### src/rtl/seq_multiplier.sv
// seq_multiplier: unsigned shift-add multiplier, one multiplier bit per clock.
// Product and WE are registered and feed a downstream result register directly.
`default_nettype none

module seq_multiplier #(
   parameter int N = 16
) (
   input  logic           clk,
   input  logic           Reset,
   input  logic           Start,
   input  logic [N-1:0]   A,
   input  logic [N-1:0]   B,
   output logic [2*N-1:0] Product,
   output logic           WE,
   output logic           Busy
);

   localparam int            CW   = (N > 1) ? $clog2(N) : 1;
   localparam logic [CW-1:0] LAST = CW'(N - 1);

   typedef enum logic [1:0] {
      IDLE = 2'd0,
      RUN  = 2'd1,
      DONE = 2'd2
   } state_t;

   state_t          state_q;
   logic [2*N-1:0]  mcand_q;
   logic [N-1:0]    mplier_q;
   logic [2*N-1:0]  acc_q;
   logic [2*N-1:0]  acc_d;
   logic [CW-1:0]   cnt_q;
   logic [2*N-1:0]  product_q;
   logic            we_q;
   logic            busy_q;

   always_comb begin
      acc_d = acc_q + (mplier_q[0] ? mcand_q : '0);
   end

   always_ff @(posedge clk or posedge Reset) begin
      if (Reset) begin
         state_q   <= IDLE;
         mcand_q   <= '0;
         mplier_q  <= '0;
         acc_q     <= '0;
         cnt_q     <= '0;
         product_q <= '0;
         we_q      <= 1'b0;
         busy_q    <= 1'b0;
      end else begin
         we_q <= 1'b0;
         case (state_q)
            // DONE also accepts Start so back-to-back operations run every N+1 cycles.
            IDLE, DONE: begin
               if (Start) begin
                  mcand_q  <= {{N{1'b0}}, A};
                  mplier_q <= B;
                  acc_q    <= '0;
                  cnt_q    <= '0;
                  busy_q   <= 1'b1;
                  state_q  <= RUN;
               end else begin
                  busy_q  <= 1'b0;
                  state_q <= IDLE;
               end
            end
            RUN: begin
               acc_q    <= acc_d;
               mcand_q  <= mcand_q << 1;
               mplier_q <= mplier_q >> 1;
               cnt_q    <= cnt_q + CW'(1);
               if (cnt_q == LAST) begin
                  product_q <= acc_d;
                  we_q      <= 1'b1;
                  state_q   <= DONE;
               end
            end
            default: begin
               busy_q  <= 1'b0;
               state_q <= IDLE;
            end
         endcase
      end
   end

   assign Product = product_q;
   assign WE      = we_q;
   assign Busy    = busy_q;

endmodule

`default_nettype wire
### config.mk
export PLATFORM = sky130hd
export DESIGN_NAME = seq_multiplier
export DESIGN_NICKNAME = d
export VERILOG_FILES = /design/src/rtl/seq_multiplier.sv
export SDC_FILE = /design/constraint.sdc
export NUM_CORES = 1
export LEC_CHECK = 0
export CAP_MARGIN = 20
export CELL_PAD_IN_SITES_DETAIL_PLACEMENT = 1
export CELL_PAD_IN_SITES_GLOBAL_PLACEMENT = 1
export CORE_MARGIN = 2
export CORE_UTILIZATION = 30
export DETAILED_ROUTE_END_ITERATION = 12
export PLACE_DENSITY = 0.55
export SLEW_MARGIN = 10
export SYNTH_ARGS = -nofsm -noshare
export SYNTH_HDL_FRONTEND = slang
export SYNTH_SLANG_ARGS = --single-unit
export TNS_END_PERCENT = 5
### constraint.sdc
create_clock -name clk -period 9.7 [get_ports clk]
set_clock_uncertainty 0.2 [all_clocks]
set_input_delay 0.97 -clock clk [delete_from_list [all_inputs] [get_ports clk]]
set_output_delay 0.97 -clock clk [all_outputs]
set_load 0.005 [all_outputs]
# Yosys cells after proc, flatten, opt, wreduce, memory -nomap -nowiden
# Cells that the tools add are included.
[word_totals] reg_bits=120 inputBits=35 output_inout_bits=34 word_cells=36
[classes] add_sub_neg=2 eq_ne=5 n_mux=16 reduce_logical=5
[ops] cell="$pmux W32 S2" count=2
[ops] cell="$mux W32" count=3
[ops] cell="$add A32 B32 Y32" count=1
[ops] cell="$pmux W16 S2" count=1
[ops] cell="$mux W16" count=1
[ops] cell="$pmux W4 S2" count=1
[ops] cell="$add A4 B1 Y4 const B" count=1
[ops] cell="$eq A4 B4 Y1 const B" count=1
[ops] cell="$mux W1" count=4
[ops] cell="$mux W4" count=1
[ops] cell="$ne A2 B2 Y1 const B" count=2
[ops] cell="$pmux W2 S2" count=1
[ops] cell="$reduce_and A2 Y1" count=2
[ops] cell="$eq A2 B1 Y1 const B" count=1
[ops] cell="$eq A2 B2 Y1 const B" count=1
[ops] cell="$logic_not A2 Y1" count=1
[ops] cell="$mux W2" count=1
[ops] cell="$pmux W1 S2" count=1
[ops] cell="$reduce_bool A2 Y1" count=1
[ops] cell="$reduce_or A2 Y1" count=1

# Longest topological paths before layout
# Gate-level depths: netlist of the first run.
[depth] word_depth=4 ltp_mapped=12 depth_no_buf=11

# Worst setup path after synthesis of the first run
# OpenSTA, ideal clock, no wires.
[synth_timing] path_type="register to register" start="register mplier_q[0]" end="register product_q[31] (netlist: Product[31])" setup_ns=0.125 t_arrival_ns=2.622 t_required_ns=9.375 setup_slack_ns=6.753 stages_incl_launch_ff=12 path_buffers=2 period_less_slack_ns=2.947 cell_sequence="dfrtp_1 > clkbuf_1 > and2_1 > ha_1 > buf_4 > nand4_2 > or3_1 > o31a_1 > a211o_1 > nand2_1 > xnor3_1 > mux2_4"
[synth_via] elab_chain_cells=2
[synth_rtl] item="start, declared" line="29" rtl="logic [N-1:0] mplier_q;"
[synth_rtl] item="start signal, assigned" line="71" rtl="mplier_q <= mplier_q >> 1;"
[synth_rtl] item="$mux W32" line="38" rtl="acc_d = acc_q + (mplier_q[0] ? mcand_q : '0);"
[synth_rtl] item="$add A32 B32 Y32" line="38"
[synth_rtl] item="end signal, assigned" line="48" rtl="product_q <= '0;"
[synth_rtl] item="end signal, assigned" line="74" rtl="product_q <= acc_d;"
[synth_rtl] item="end, declared" line="33" rtl="logic [2*N-1:0] product_q;"
# Every way passes these cells.
# A chain may end at the register's enable or synchronous reset.

# Worst setup path in the final report of the first run
[layout_timing] start="register mplier_q[0]" end="register product_q[30] (netlist: Product[30])"
# The elaborated chain is that of the path after synthesis.

==> run_summary.xml, run 1 <==
<?xml version="1.0" encoding="UTF-8"?>
<metrics>
  <group name="grt">
    <metric name="grtUsageMet2" unit="">0.2649</metric>
    <metric name="grt_first_pass_wirelength" unit="µm">29530</metric>
    <metric name="grt_util_met3" unit="">0.03434</metric>
    <metric name="first_global_vias" unit="">5607</metric>
    <metric name="gr-usage-all-layers" unit="">0.1648</metric>
    <metric name="grt_max_degree" unit="">82</metric>
    <metric name="gr-max-usage-layer" unit="">met2</metric>
    <metric name="grt_overflow_total" unit="">0</metric>
    <metric name="antenna_found_initial" unit="">0</metric>
    <metric name="met1_usage" unit="">0.2219</metric>
  </group>
  <group name="routing">
    <metric name="postRouteAntennaNets" unit="">0</metric>
    <metric name="routed_wl" unit="µm">17680</metric>
    <metric name="via_count" unit="">5276</metric>
    <metric name="dr.first_iter.drc_count" unit="">244</metric>
    <metric name="routed_via_density" unit="">5.147</metric>
    <metric name="drt-wirelength-per-cell" unit="µm">17.25</metric>
    <metric name="drt_pre_antenna_iters" unit="">4</metric>
    <metric name="drc" unit="">0</metric>
  </group>
  <group name="critical_path">
    <metric name="crit_arrival" unit="ns">4.14</metric>
    <metric name="crit-reg2reg-launch" unit="">mplier_q[0]$_DFFE_PP0P_</metric>
    <metric name="critPathKind" unit="">reg -&gt; reg</metric>
    <metric name="crit_fanout" unit="">33</metric>
    <metric name="worst_setup_path_startpoint" unit="">mplier_q[0]$_DFFE_PP0P_</metric>
    <metric name="critical_path.endpoint_type" unit="">flip-flop</metric>
    <metric name="worst_ep_required_time" unit="ns">9.78</metric>
    <metric name="timing.critical_path.from_type" unit="">flip-flop</metric>
  </group>
  <group name="sta">
    <metric name="final.min_clock_period" unit="ns">4.065</metric>
    <metric name="timing_worst_slew_pin_value" unit="ns">0.9579</metric>
    <metric name="fin_crit_sh" unit="">0.4190</metric>
    <metric name="final-max-slew-violation-count" unit="">0</metric>
    <metric name="hold-worst-slack" unit="ns">0.2740</metric>
    <metric name="slew_headroom" unit="">0.3614</metric>
    <metric name="setup_viol" unit="">0</metric>
    <metric name="fmaxAchievable" unit="MHz">246.0</metric>
    <metric name="total_negative_slack_for_setup_checks" unit="ns">0</metric>
    <metric name="rsz0062_at_grt" unit="">false</metric>
    <metric name="hold_violations" unit="">0</metric>
  </group>
  <group name="synthesis">
    <metric name="yosys.cell_types.count" unit="">54</metric>
    <metric name="synth_largest_type_area_fraction" unit="">0.4619</metric>
    <metric name="syn-cell-area" unit="µm²">6501</metric>
    <metric name="syn-instance-count" unit="">686</metric>
    <metric name="syn_avg_cell_area" unit="µm²">9.477</metric>
    <metric name="most_area_consuming_cells_after_synthesis" unit="">sky130_fd_sc_hd__dfrtp_1 46%, sky130_fd_sc_hd__nand2_1 8.6%, sky130_fd_sc_hd__a22o_1 6.2%</metric>
    <metric name="yosysWarnings" unit="">0</metric>
    <metric name="synth.largest_area_cell" unit="">sky130_fd_sc_hd__dfrtp_1</metric>
    <metric name="syn_nets" unit="">754</metric>
    <metric name="synth_flop_cell" unit="">sky130_fd_sc_hd__dfrtp_1</metric>
    <metric name="async_flop_share" unit="">1.000</metric>
    <metric name="number_of_enable_flip_flop_cells_after_synthesis" unit="">0</metric>
    <metric name="synth-seq-cells" unit="">120</metric>
    <metric name="synth.yosys.seq_area_share" unit="">0.4619</metric>
  </group>
  <group name="layout">
    <metric name="areaGrowthSynthToFinish" unit="%">23.09</metric>
    <metric name="nNetsFinal" unit="">805</metric>
    <metric name="fin_util" unit="">0.3783</metric>
    <metric name="antenna_cells_inserted" unit="">0</metric>
    <metric name="post_route_cells_drive_above_1_share" unit="">0.07733</metric>
    <metric name="postLayoutCellArea" unit="µm²">8003</metric>
  </group>
  <group name="status">
    <metric name="run_status" unit="">finished, final reports clean</metric>
  </group>
  <group name="floorplan">
    <metric name="dieArea" unit="µm²">22860</metric>
    <metric name="core_region_area" unit="µm²">21150</metric>
    <metric name="fp.dieH" unit="µm">151.2</metric>
    <metric name="floorplan.rows" unit="">53</metric>
    <metric name="pin_count" unit="">69</metric>
    <metric name="chipWidth" unit="µm">151.2</metric>
    <metric name="initial_core_util" unit="">0.3073</metric>
  </group>
  <group name="job">
    <metric name="maxCapViolCount" unit="">0</metric>
  </group>
  <group name="placed_design">
    <metric name="place_area" unit="µm²">7418</metric>
    <metric name="port_buffers" unit="">68</metric>
    <metric name="place.detailed.hpwl" unit="µm">11770</metric>
    <metric name="gp_routability_congestion" unit="">0.7828</metric>
  </group>
  <group name="clock_network">
    <metric name="clk_root_buffer_cell" unit="">sky130_fd_sc_hd__clkbuf_16</metric>
    <metric name="cts_h_tree_lvls" unit="">4</metric>
    <metric name="cts_made_buffers" unit="">17</metric>
    <metric name="clock_tree_from_tritoncts" unit="">built</metric>
    <metric name="cts_setup_buffers" unit="">0</metric>
    <metric name="cts.clk_slew.worst_paths" unit="ns">0.06</metric>
    <metric name="ctsHoldBuffers" unit="">0</metric>
    <metric name="clk_path_buf_depth" unit="">2</metric>
    <metric name="clock_latency" unit="ns">0.42</metric>
    <metric name="cts_repair_resize_count" unit="">0</metric>
    <metric name="clock-sinks" unit="">120</metric>
  </group>
  <group name="pwr">
    <metric name="total_switching_power" unit="mW">1.173</metric>
    <metric name="flop_pwr_share" unit="">0.306</metric>
    <metric name="post_layout_total_power" unit="mW">2.926</metric>
    <metric name="ir_drop" unit="mV">0.1471</metric>
    <metric name="combPwrFrac" unit="">0.479</metric>
    <metric name="powerDensity" unit="nW/µm²">365.6</metric>
    <metric name="clockPowerShare" unit="">0.215</metric>
    <metric name="power.internal" unit="mW">1.753</metric>
    <metric name="p_leak" unit="nW">3.718</metric>
    <metric name="switching_share" unit="">0.4009</metric>
  </group>
  <group name="hold_path">
    <metric name="hp-start" unit="">Product[8]$_DFFE_PP0P_</metric>
    <metric name="worst_hold_path_type" unit="">reg -&gt; reg</metric>
  </group>
</metrics>
-- metrics by stage --
| step | cells | worst slack, ns |
|---|---|---|
| 6_report | 1025 | 5.635 |
| 5_1_grt | 1025 | 5.312 |
| 4_1_cts | 1025 | 5.620 |
| 3_5_place_dp | 993 | 5.684 |
| 3_3_place_gp | 993 | 5.862 |
| 2_1_floorplan | 686 | 5.344 |
-- logic make-up (layout without fill, tap and decap cells) --
group                    count (synthesis)  after routing  share of synthesized area
multiplexers                            11             11                    0.01925
XOR/XNOR                                28             28                    0.03984
adder cells (fa/ha/maj)                 33             33                    0.06466
flip-flops                             120            120                     0.4619
buffers and inverters                   59            123                    0.03637
AO/OA/AOI/OAI                          184            184                     0.2015
AND/OR/NAND/NOR                        251            251                     0.1765
-- layout by cell type (no fill, tap or decap), drive strengths merged, types with 6 or more instances in the layout --
cell	n
nand2	149
dfrtp	120
clkdlybuf4s50	68
a22o	46
a21oi	40
and2	32
ha	32
a22oi	30
o21ai	25
nor2	22
clkbuf	21
xnor2	17
inv	17
nand4	13
xor2	10
mux2	9
nand3	9
nor3	7
a21o	7
nor2b	7
o31ai	6
clkinvlp	6
buf	6
a31oi	6
-- layout make-up --
type                       count  area (µm²)
clock buffer                  21       460.4
clock inverter                11       123.9
fill                        2347       13150
inverter                      17       66.31
multi-input combinational    507        3279
sequential                   120        3003
tap                          275       344.1
timing repair buffer          74       725.7
-- Yosys cell counts, types with 3 or more instances --
library cell and number:
sky130_fd_sc_hd__a21o_1 6, sky130_fd_sc_hd__a21oi_1 39, sky130_fd_sc_hd__a22o_1 46, sky130_fd_sc_hd__a22oi_1 30
sky130_fd_sc_hd__a31oi_1 5, sky130_fd_sc_hd__and2_1 32, sky130_fd_sc_hd__and3_1 5, sky130_fd_sc_hd__buf_1 3
sky130_fd_sc_hd__buf_2 3, sky130_fd_sc_hd__buf_4 3, sky130_fd_sc_hd__clkbuf_1 33, sky130_fd_sc_hd__dfrtp_1 120
sky130_fd_sc_hd__ha_1 32, sky130_fd_sc_hd__inv_1 17, sky130_fd_sc_hd__mux2_2 8, sky130_fd_sc_hd__nand2_1 149
sky130_fd_sc_hd__nand3_1 8, sky130_fd_sc_hd__nand4_1 12, sky130_fd_sc_hd__nor2_1 22, sky130_fd_sc_hd__nor2b_1 7
sky130_fd_sc_hd__nor3_1 6, sky130_fd_sc_hd__o21a_1 5, sky130_fd_sc_hd__o21ai_0 18, sky130_fd_sc_hd__o21ai_1 6
sky130_fd_sc_hd__o21bai_1 5, sky130_fd_sc_hd__o31ai_1 6, sky130_fd_sc_hd__xnor2_1 17, sky130_fd_sc_hd__xor2_1 10
-- sequential cells by signal, indices dropped and copies added, names as in the netlist --
name / cells
WE: 1
cnt_q: 4
mplier_q: 16
mcand_q: 32
acc_q: 32
Busy: 1
state_q: 2
Product: 32
-- layer usage --
metal  up-vias  wire length, µm
met2        91             8149
met1      2644             8705
li1       2525                -
met4         0              238
met5         -                0
met3        16              587
-- worst paths after layout --
| path | end | slack (ns) | depth (start not counted) |
|---|---|---|---|
| worst max register to register | Product[30]$_DFFE_PP0P_ | 5.64 | 11 |
| worst min-delay path | Product[8]$_DFFE_PP0P_ | 0.27 | 2 |
| max in group asynchronous | acc_q[30]$_DFFE_PP0P_ | 7.18 | 3 |
| worst max-delay path | Product[30]$_DFFE_PP0P_ | 5.64 | 11 |
| min in group asynchronous | mplier_q[4]$_DFFE_PP0P_ | 0.91 | 2 |
| worst min register to register | Product[8]$_DFFE_PP0P_ | 0.27 | 2 |
-- critical path, cell delays in order, from the launching register on --
cell and delay [ns]:
sky130_fd_sc_hd__dfrtp_1 0.69, sky130_fd_sc_hd__and2_1 0.30, sky130_fd_sc_hd__ha_1 0.21, sky130_fd_sc_hd__fa_1 0.41, sky130_fd_sc_hd__a21oi_1 0.23, sky130_fd_sc_hd__o211ai_1 0.17
sky130_fd_sc_hd__nand3_1 0.16, sky130_fd_sc_hd__a21oi_1 0.12, sky130_fd_sc_hd__o31ai_1 0.78, sky130_fd_sc_hd__o31ai_1 0.23, sky130_fd_sc_hd__mux2i_1 0.27, sky130_fd_sc_hd__o22ai_1 0.13
-- power by group through the flow --
stage | combinational, mW | sequential, mW | clock [mW]
after floorplan | 1.03 | 0.849 | 0
after global placement | 1.37 | 0.896 | 0
after global routing | 1.58 | 0.931 | 0.670
final | 1.40 | 0.895 | 0.629
after CTS | 1.42 | 0.898 | 0.646
after detailed placement | 1.41 | 0.902 | 0
No activity file was read; power rests on OpenSTA's default activity.
==> inputs of run 2 (changes only) <==
- PLACE_DENSITY: 0.55 -> 0.57
- clock period: 9.7 -> 3.25 ns (I/O delays scaled with it)
==> run 2 against run 1 <==
Hold slack lost 0.12 ns. Combinational power grew to 3.4 times the previous value. Setup slack lost 5.5 ns. Cell area grew 4.9%. Via count grew 2.0%. Clock power grew to 2.9 times the previous value. Count of clock-buffer cells in the layout is the same. Critical path type unchanged. Highest routed layer unchanged.
==> run_summary.xml, run 2 (same netlist as run 1, synthesis figures left out) <==
<?xml version="1.0" encoding="UTF-8"?>
<metrics>
  <group name="placed_design">
    <metric name="numPlacedInstances" unit="">1016</metric>
    <metric name="post-place-ws" unit="ns">0.02101</metric>
    <metric name="place.detailed.hpwl" unit="µm">12390</metric>
    <metric name="port_buffers" unit="">68</metric>
    <metric name="place_area" unit="µm²">7605</metric>
    <metric name="gp_routability_congestion" unit="">0.8316</metric>
  </group>
  <group name="grt">
    <metric name="gr-max-usage-layer" unit="">met2</metric>
    <metric name="met1_usage" unit="">0.2219</metric>
    <metric name="grtUsageMet2" unit="">0.2776</metric>
    <metric name="first_global_vias" unit="">5809</metric>
    <metric name="grt_first_pass_wirelength" unit="µm">30240</metric>
    <metric name="grt_util_met3" unit="">0.03765</metric>
    <metric name="grt_max_degree" unit="">121</metric>
    <metric name="gr-usage-all-layers" unit="">0.1697</metric>
    <metric name="antenna_found_initial" unit="">0</metric>
    <metric name="grt_overflow_total" unit="">0</metric>
  </group>
  <group name="pwr">
    <metric name="switching_share" unit="">0.3986</metric>
    <metric name="total_switching_power" unit="mW">3.689</metric>
    <metric name="ir_drop" unit="mV">0.4291</metric>
    <metric name="flop_pwr_share" unit="">0.289</metric>
    <metric name="power.internal" unit="mW">5.564</metric>
    <metric name="post_layout_total_power" unit="mW">9.253</metric>
    <metric name="combPwrFrac" unit="">0.514</metric>
    <metric name="powerDensity" unit="nW/µm²">1102</metric>
    <metric name="p_leak" unit="nW">3.845</metric>
    <metric name="clockPowerShare" unit="">0.197</metric>
  </group>
  <group name="sta">
    <metric name="fmaxAchievable" unit="MHz">318.1</metric>
    <metric name="hold-worst-slack" unit="ns">0.1502</metric>
    <metric name="fin_crit_sh" unit="">0.9672</metric>
    <metric name="hold_violations" unit="">0</metric>
    <metric name="setup_viol" unit="">0</metric>
    <metric name="finalWorstSetupSlack" unit="ns">0.1067</metric>
    <metric name="final-max-slew-violation-count" unit="">0</metric>
    <metric name="total_negative_slack_for_setup_checks" unit="ns">0</metric>
    <metric name="final.min_clock_period" unit="ns">3.143</metric>
    <metric name="rsz0062_at_grt" unit="">true</metric>
    <metric name="slew_headroom" unit="">0.4671</metric>
    <metric name="timing_worst_slew_pin_value" unit="ns">0.7993</metric>
  </group>
  <group name="routing">
    <metric name="via_count" unit="">5381</metric>
    <metric name="drc" unit="">0</metric>
    <metric name="routed_wl" unit="µm">18220</metric>
    <metric name="drt-wirelength-per-cell" unit="µm">17.31</metric>
    <metric name="drt_pre_antenna_iters" unit="">4</metric>
    <metric name="postRouteAntennaNets" unit="">0</metric>
    <metric name="dr.first_iter.drc_count" unit="">322</metric>
    <metric name="routed_via_density" unit="">5.115</metric>
  </group>
  <group name="clock_network">
    <metric name="clk_path_buf_depth" unit="">2</metric>
    <metric name="clock_tree_from_tritoncts" unit="">built</metric>
    <metric name="clk_root_buffer_cell" unit="">sky130_fd_sc_hd__clkbuf_16</metric>
    <metric name="cts_made_buffers" unit="">17</metric>
    <metric name="clock-sinks" unit="">120</metric>
    <metric name="cts_h_tree_lvls" unit="">4</metric>
    <metric name="clock_latency" unit="ns">0.42</metric>
    <metric name="cts.clk_slew.worst_paths" unit="ns">0.06</metric>
    <metric name="ctsHoldBuffers" unit="">0</metric>
  </group>
  <group name="critical_path">
    <metric name="timing.critical_path.from_type" unit="">flip-flop</metric>
    <metric name="worst_ep_required_time" unit="ns">3.36</metric>
    <metric name="critical_path.endpoint_type" unit="">flip-flop</metric>
    <metric name="crit_arrival" unit="ns">3.25</metric>
    <metric name="crit_fanout" unit="">10</metric>
    <metric name="critPathKind" unit="">reg -&gt; reg</metric>
  </group>
  <group name="floorplan">
    <metric name="chipWidth" unit="µm">151.2</metric>
    <metric name="core_region_area" unit="µm²">21150</metric>
    <metric name="fp.dieH" unit="µm">151.2</metric>
    <metric name="initial_core_util" unit="">0.3073</metric>
    <metric name="floorplan.rows" unit="">53</metric>
    <metric name="dieArea" unit="µm²">22860</metric>
    <metric name="pin_count" unit="">69</metric>
  </group>
  <group name="layout">
    <metric name="areaGrowthSynthToFinish" unit="%">29.10</metric>
    <metric name="mostFrequentLayoutCell" unit="">sky130_fd_sc_hd__nand2_1</metric>
    <metric name="postLayoutCellArea" unit="µm²">8393</metric>
    <metric name="layout.cells.non_filler" unit="">1052</metric>
    <metric name="post_route_cells_drive_above_1_share" unit="">0.1403</metric>
    <metric name="filler_cell_count" unit="">2375</metric>
    <metric name="fin_util" unit="">0.3968</metric>
    <metric name="nNetsFinal" unit="">834</metric>
    <metric name="antenna_cells_inserted" unit="">0</metric>
    <metric name="most-common-layout-cells" unit="">148 x sky130_fd_sc_hd__nand2_1, 119 x sky130_fd_sc_hd__dfrtp_1, 68 x sky130_fd_sc_hd__clkdlybuf4s50_1</metric>
  </group>
  <group name="status">
    <metric name="run_status" unit="">finished, final reports clean</metric>
  </group>
  <group name="job">
    <metric name="maxCapViolCount" unit="">0</metric>
  </group>
  <group name="hold_path">
    <metric name="worst_hold_path_type" unit="">in -&gt; async</metric>
  </group>
</metrics>
run 2: worst max-delay path, cell delays in order, from the launching register on:
cell and delay (ns):
sky130_fd_sc_hd__dfrtp_2 0.44, sky130_fd_sc_hd__buf_4 0.18, sky130_fd_sc_hd__and2_1 0.15, sky130_fd_sc_hd__ha_2 0.39, sky130_fd_sc_hd__nand4_1 0.12, sky130_fd_sc_hd__or3_4 0.34, sky130_fd_sc_hd__o31a_1 0.29, sky130_fd_sc_hd__a211o_1 0.35
sky130_fd_sc_hd__nand2_1 0.10, sky130_fd_sc_hd__xnor3_1 0.21, sky130_fd_sc_hd__mux2_4 0.26
run 2: final timing paths:
path,depth (start not counted),endpoint,start,slack (ns)
worst max-delay path,10,Product[31]$_DFFE_PP0P_,mplier_q[0]$_DFFE_PP0P_,0.11
worst min-delay path,3,Product[12]$_DFFE_PP0P_,Reset,0.15
worst max register to register,10,Product[31]$_DFFE_PP0P_,mplier_q[0]$_DFFE_PP0P_,0.11
worst min register to register,2,mplier_q[6]$_DFFE_PP0P_,mplier_q[6]$_DFFE_PP0P_,0.27
max in group asynchronous,3,acc_q[15]$_DFFE_PP0P_,Reset,2.02
min in group clk,2,mplier_q[6]$_DFFE_PP0P_,mplier_q[6]$_DFFE_PP0P_,0.27
run 2: timing repair:
item                                    CTS  global route
resized for setup                         0            31
endpoints found under the setup margin    0            19
setup buffers                             0             6
run 2: cell type report:
cell class | count | area, µm² | share of cell area
inverters | 17 | 67.56 | 0.008050
repair buffers | 103 | 959.7 | 0.1143
flip-flops and latches | 120 | 3004 | 0.3579
well taps | 275 | 344.1 | 0.04100
clock buffers | 21 | 450.4 | 0.05367
clock inverters | 9 | 102.6 | 0.01222
multi-input cells | 507 | 3465 | 0.4128
run 2: power groups by stage:
| stage | clock network (mW) | logic [mW] | registers (mW) |
|---|---|---|---|
| after floorplan | 0 | 3.07 | 2.53 |
| after global placement | 0 | 4.38 | 2.66 |
| after detailed placement | 0 | 4.52 | 2.67 |
| after CTS | 1.87 | 4.56 | 2.65 |
| after global routing | 1.94 | 5.30 | 2.78 |
| final | 1.82 | 4.76 | 2.68 |
run 2: metal layers:
metal	wire length, µm	share of wire
met5	0	0
met4	300	0.016
met3	555	0.030
met2	8694	0.48
met1	8665	0.48
==> inputs of run 3 (changes only) <==
- CAP_MARGIN: 20 -> 15
- GPL_TIMING_DRIVEN: not set -> 0
- SETUP_SLACK_MARGIN: not set -> 0.3
==> run 3 against run 2 <==
First-iteration DRC count shrank 21%. Maximum frequency shrank 3.3%. Sequential power is essentially flat. Count of clock-buffer cells in the layout grew 4.
==> run_summary.xml, run 3 (same netlist as run 1, synthesis figures left out) <==
<?xml version="1.0" encoding="UTF-8"?>
<metrics>
  <group name="routing">
    <metric name="routed_wl" unit="µm">20350</metric>
    <metric name="dr.first_iter.drc_count" unit="">254</metric>
    <metric name="via_count" unit="">5492</metric>
    <metric name="drt_pre_antenna_iters" unit="">4</metric>
    <metric name="drc" unit="">0</metric>
    <metric name="drt-wirelength-per-cell" unit="µm">18.79</metric>
    <metric name="postRouteAntennaNets" unit="">0</metric>
    <metric name="routed_via_density" unit="">5.071</metric>
  </group>
  <group name="sta">
    <metric name="timing_worst_slew_pin_value" unit="ns">0.7743</metric>
    <metric name="finalWorstSetupSlack" unit="ns">0.001061</metric>
    <metric name="final.min_clock_period" unit="ns">3.249</metric>
    <metric name="fmaxAchievable" unit="MHz">307.8</metric>
    <metric name="fin_crit_sh" unit="">0.9997</metric>
    <metric name="final-max-slew-violation-count" unit="">0</metric>
    <metric name="hold-worst-slack" unit="ns">0.1438</metric>
    <metric name="rsz0062_at_grt" unit="">true</metric>
    <metric name="hold_violations" unit="">0</metric>
    <metric name="slew_headroom" unit="">0.4819</metric>
    <metric name="setup_viol" unit="">0</metric>
  </group>
  <group name="placed_design">
    <metric name="gp_routability_congestion" unit="">0.8220</metric>
    <metric name="port_buffers" unit="">68</metric>
    <metric name="post-place-ws" unit="ns">-0.6125</metric>
    <metric name="numPlacedInstances" unit="">1032</metric>
    <metric name="place.detailed.hpwl" unit="µm">14140</metric>
    <metric name="place_area" unit="µm²">7590</metric>
  </group>
  <group name="floorplan">
    <metric name="chipWidth" unit="µm">151.2</metric>
    <metric name="dieArea" unit="µm²">22860</metric>
    <metric name="floorplan.rows" unit="">53</metric>
    <metric name="initial_core_util" unit="">0.3073</metric>
    <metric name="core_region_area" unit="µm²">21150</metric>
    <metric name="pin_count" unit="">69</metric>
    <metric name="fp.dieH" unit="µm">151.2</metric>
  </group>
  <group name="critical_path">
    <metric name="timing.critical_path.from_type" unit="">flip-flop</metric>
    <metric name="worst_ep_required_time" unit="ns">3.36</metric>
    <metric name="crit_fanout" unit="">10</metric>
    <metric name="critical_path.endpoint_type" unit="">flip-flop</metric>
    <metric name="crit_arrival" unit="ns">3.36</metric>
    <metric name="critPathKind" unit="">reg -&gt; reg</metric>
  </group>
  <group name="hold_path">
    <metric name="worst_hold_path_type" unit="">in -&gt; async</metric>
  </group>
  <group name="clock_network">
    <metric name="cts_made_buffers" unit="">17</metric>
    <metric name="cts_h_tree_lvls" unit="">4</metric>
    <metric name="clock_latency" unit="ns">0.42</metric>
    <metric name="cts.clk_slew.worst_paths" unit="ns">0.06</metric>
    <metric name="clock-sinks" unit="">120</metric>
    <metric name="clock_tree_from_tritoncts" unit="">built</metric>
    <metric name="clk_path_buf_depth" unit="">2</metric>
    <metric name="clk_root_buffer_cell" unit="">sky130_fd_sc_hd__clkbuf_16</metric>
  </group>
  <group name="layout">
    <metric name="nNetsFinal" unit="">863</metric>
    <metric name="filler_cell_count" unit="">2340</metric>
    <metric name="layout.cells.non_filler" unit="">1083</metric>
    <metric name="post_route_cells_drive_above_1_share" unit="">0.1559</metric>
    <metric name="most-common-layout-cells" unit="">148 x sky130_fd_sc_hd__nand2_1, 119 x sky130_fd_sc_hd__dfrtp_1, 68 x sky130_fd_sc_hd__clkdlybuf4s50_1</metric>
    <metric name="antenna_cells_inserted" unit="">0</metric>
    <metric name="mostFrequentLayoutCell" unit="">sky130_fd_sc_hd__nand2_1</metric>
    <metric name="areaGrowthSynthToFinish" unit="%">34.53</metric>
    <metric name="postLayoutCellArea" unit="µm²">8746</metric>
  </group>
  <group name="pwr">
    <metric name="post_layout_total_power" unit="mW">9.799</metric>
    <metric name="ir_drop" unit="mV">0.4790</metric>
    <metric name="powerDensity" unit="nW/µm²">1120</metric>
    <metric name="p_leak" unit="nW">3.929</metric>
  </group>
  <group name="grt">
    <metric name="grt_max_degree" unit="">36</metric>
    <metric name="first_global_vias" unit="">6103</metric>
    <metric name="gr-usage-all-layers" unit="">0.1892</metric>
    <metric name="grt_overflow_total" unit="">0</metric>
    <metric name="antenna_found_initial" unit="">0</metric>
    <metric name="grt_first_pass_wirelength" unit="µm">33040</metric>
  </group>
  <group name="status">
    <metric name="run_status" unit="">finished, final reports clean</metric>
  </group>
  <group name="job">
    <metric name="maxCapViolCount" unit="">0</metric>
  </group>
</metrics>
## run 3: cell types whose count changed in the layout (fill, tap and decap cells not counted), sizes merged
cell / change
buf: -3
clkbuf: +36
clkinv: -1
clkinvlp: -1
## run 3: worst paths after layout
check	startpoint	cells after the start	end	slack (ns)
worst max-delay path	mplier_q[0]$_DFFE_PP0P_	11	Product[19]$_DFFE_PP0P_	0.001
worst min-delay path	Reset	2	Product[13]$_DFFE_PP0P_	0.14
worst max register to register	mplier_q[0]$_DFFE_PP0P_	11	Product[19]$_DFFE_PP0P_	0.001
worst min register to register	Product[16]$_DFFE_PP0P_	2	Product[16]$_DFFE_PP0P_	0.27
max in group asynchronous	Reset	5	acc_q[29]$_DFFE_PP0P_	1.64
min in group clk	Product[16]$_DFFE_PP0P_	2	Product[16]$_DFFE_PP0P_	0.27
## run 3: cell type report
type	instances	area (µm²)	area share
inverters	17	67.56	0.007725
multi-input cells	507	3611	0.4129
clock inverters	7	90.09	0.01030
repair buffers	90	889.6	0.1017
flip-flops and latches	120	3004	0.3435
well taps	275	344.1	0.03934
plain buffers	42	234.0	0.02675
clock buffers	25	505.5	0.05780
## run 3: metrics by stage
step | utilization | setup TNS [ns]
after floorplan | - | 0
after global placement | 0.3559 | -11.52
after detailed placement | 0.3588 | -9.533
after CTS | 0.4099 | -0.04610
after global routing | 0.4134 | -0.4976
final | 0.4134 | 0
## run 3: power breakdown
group	internal [mW]	switching [mW]	total [mW]
logic	2.45	2.74	5.19
clock network	1.23	0.705	1.93
registers	2.19	0.492	2.68
total	5.86	3.94	9.80
## run 3: per-layer routing
| metal | up-vias | GRT usage | routed length (µm) |
|---|---|---|---|
| met4 | 0 | 0.07056 | 376 |
| met2 | 92 | 0.3181 | 9951 |
| met3 | 26 | 0.03434 | 758 |
| met5 | - | 0 | 0 |
| met1 | 2729 | 0.2426 | 9259 |
| li1 | 2645 | - | - |
## run 3: repair_timing
action | in CTS | in global routing
setup buffers | 14 | 4
gates cloned | 1 | 0
hold buffers | 0 | 0
pin swaps | 25 | 11
setup endpoints to repair | 51 | 47
resized for setup | 74 | 15
## run 3: worst max-delay path, cell delays in order (launching register included)
cell	delay, ns
sky130_fd_sc_hd__dfrtp_2	0.48
sky130_fd_sc_hd__clkbuf_8	0.20
sky130_fd_sc_hd__and2_4	0.15
sky130_fd_sc_hd__ha_1	0.28
sky130_fd_sc_hd__a21oi_2	0.23
sky130_fd_sc_hd__o211ai_4	0.11
sky130_fd_sc_hd__a31oi_4	0.28
sky130_fd_sc_hd__o21ai_4	0.12
sky130_fd_sc_hd__a31oi_1	0.34
sky130_fd_sc_hd__o221ai_1	0.23
sky130_fd_sc_hd__xor2_1	0.22
sky130_fd_sc_hd__mux2_2	0.29
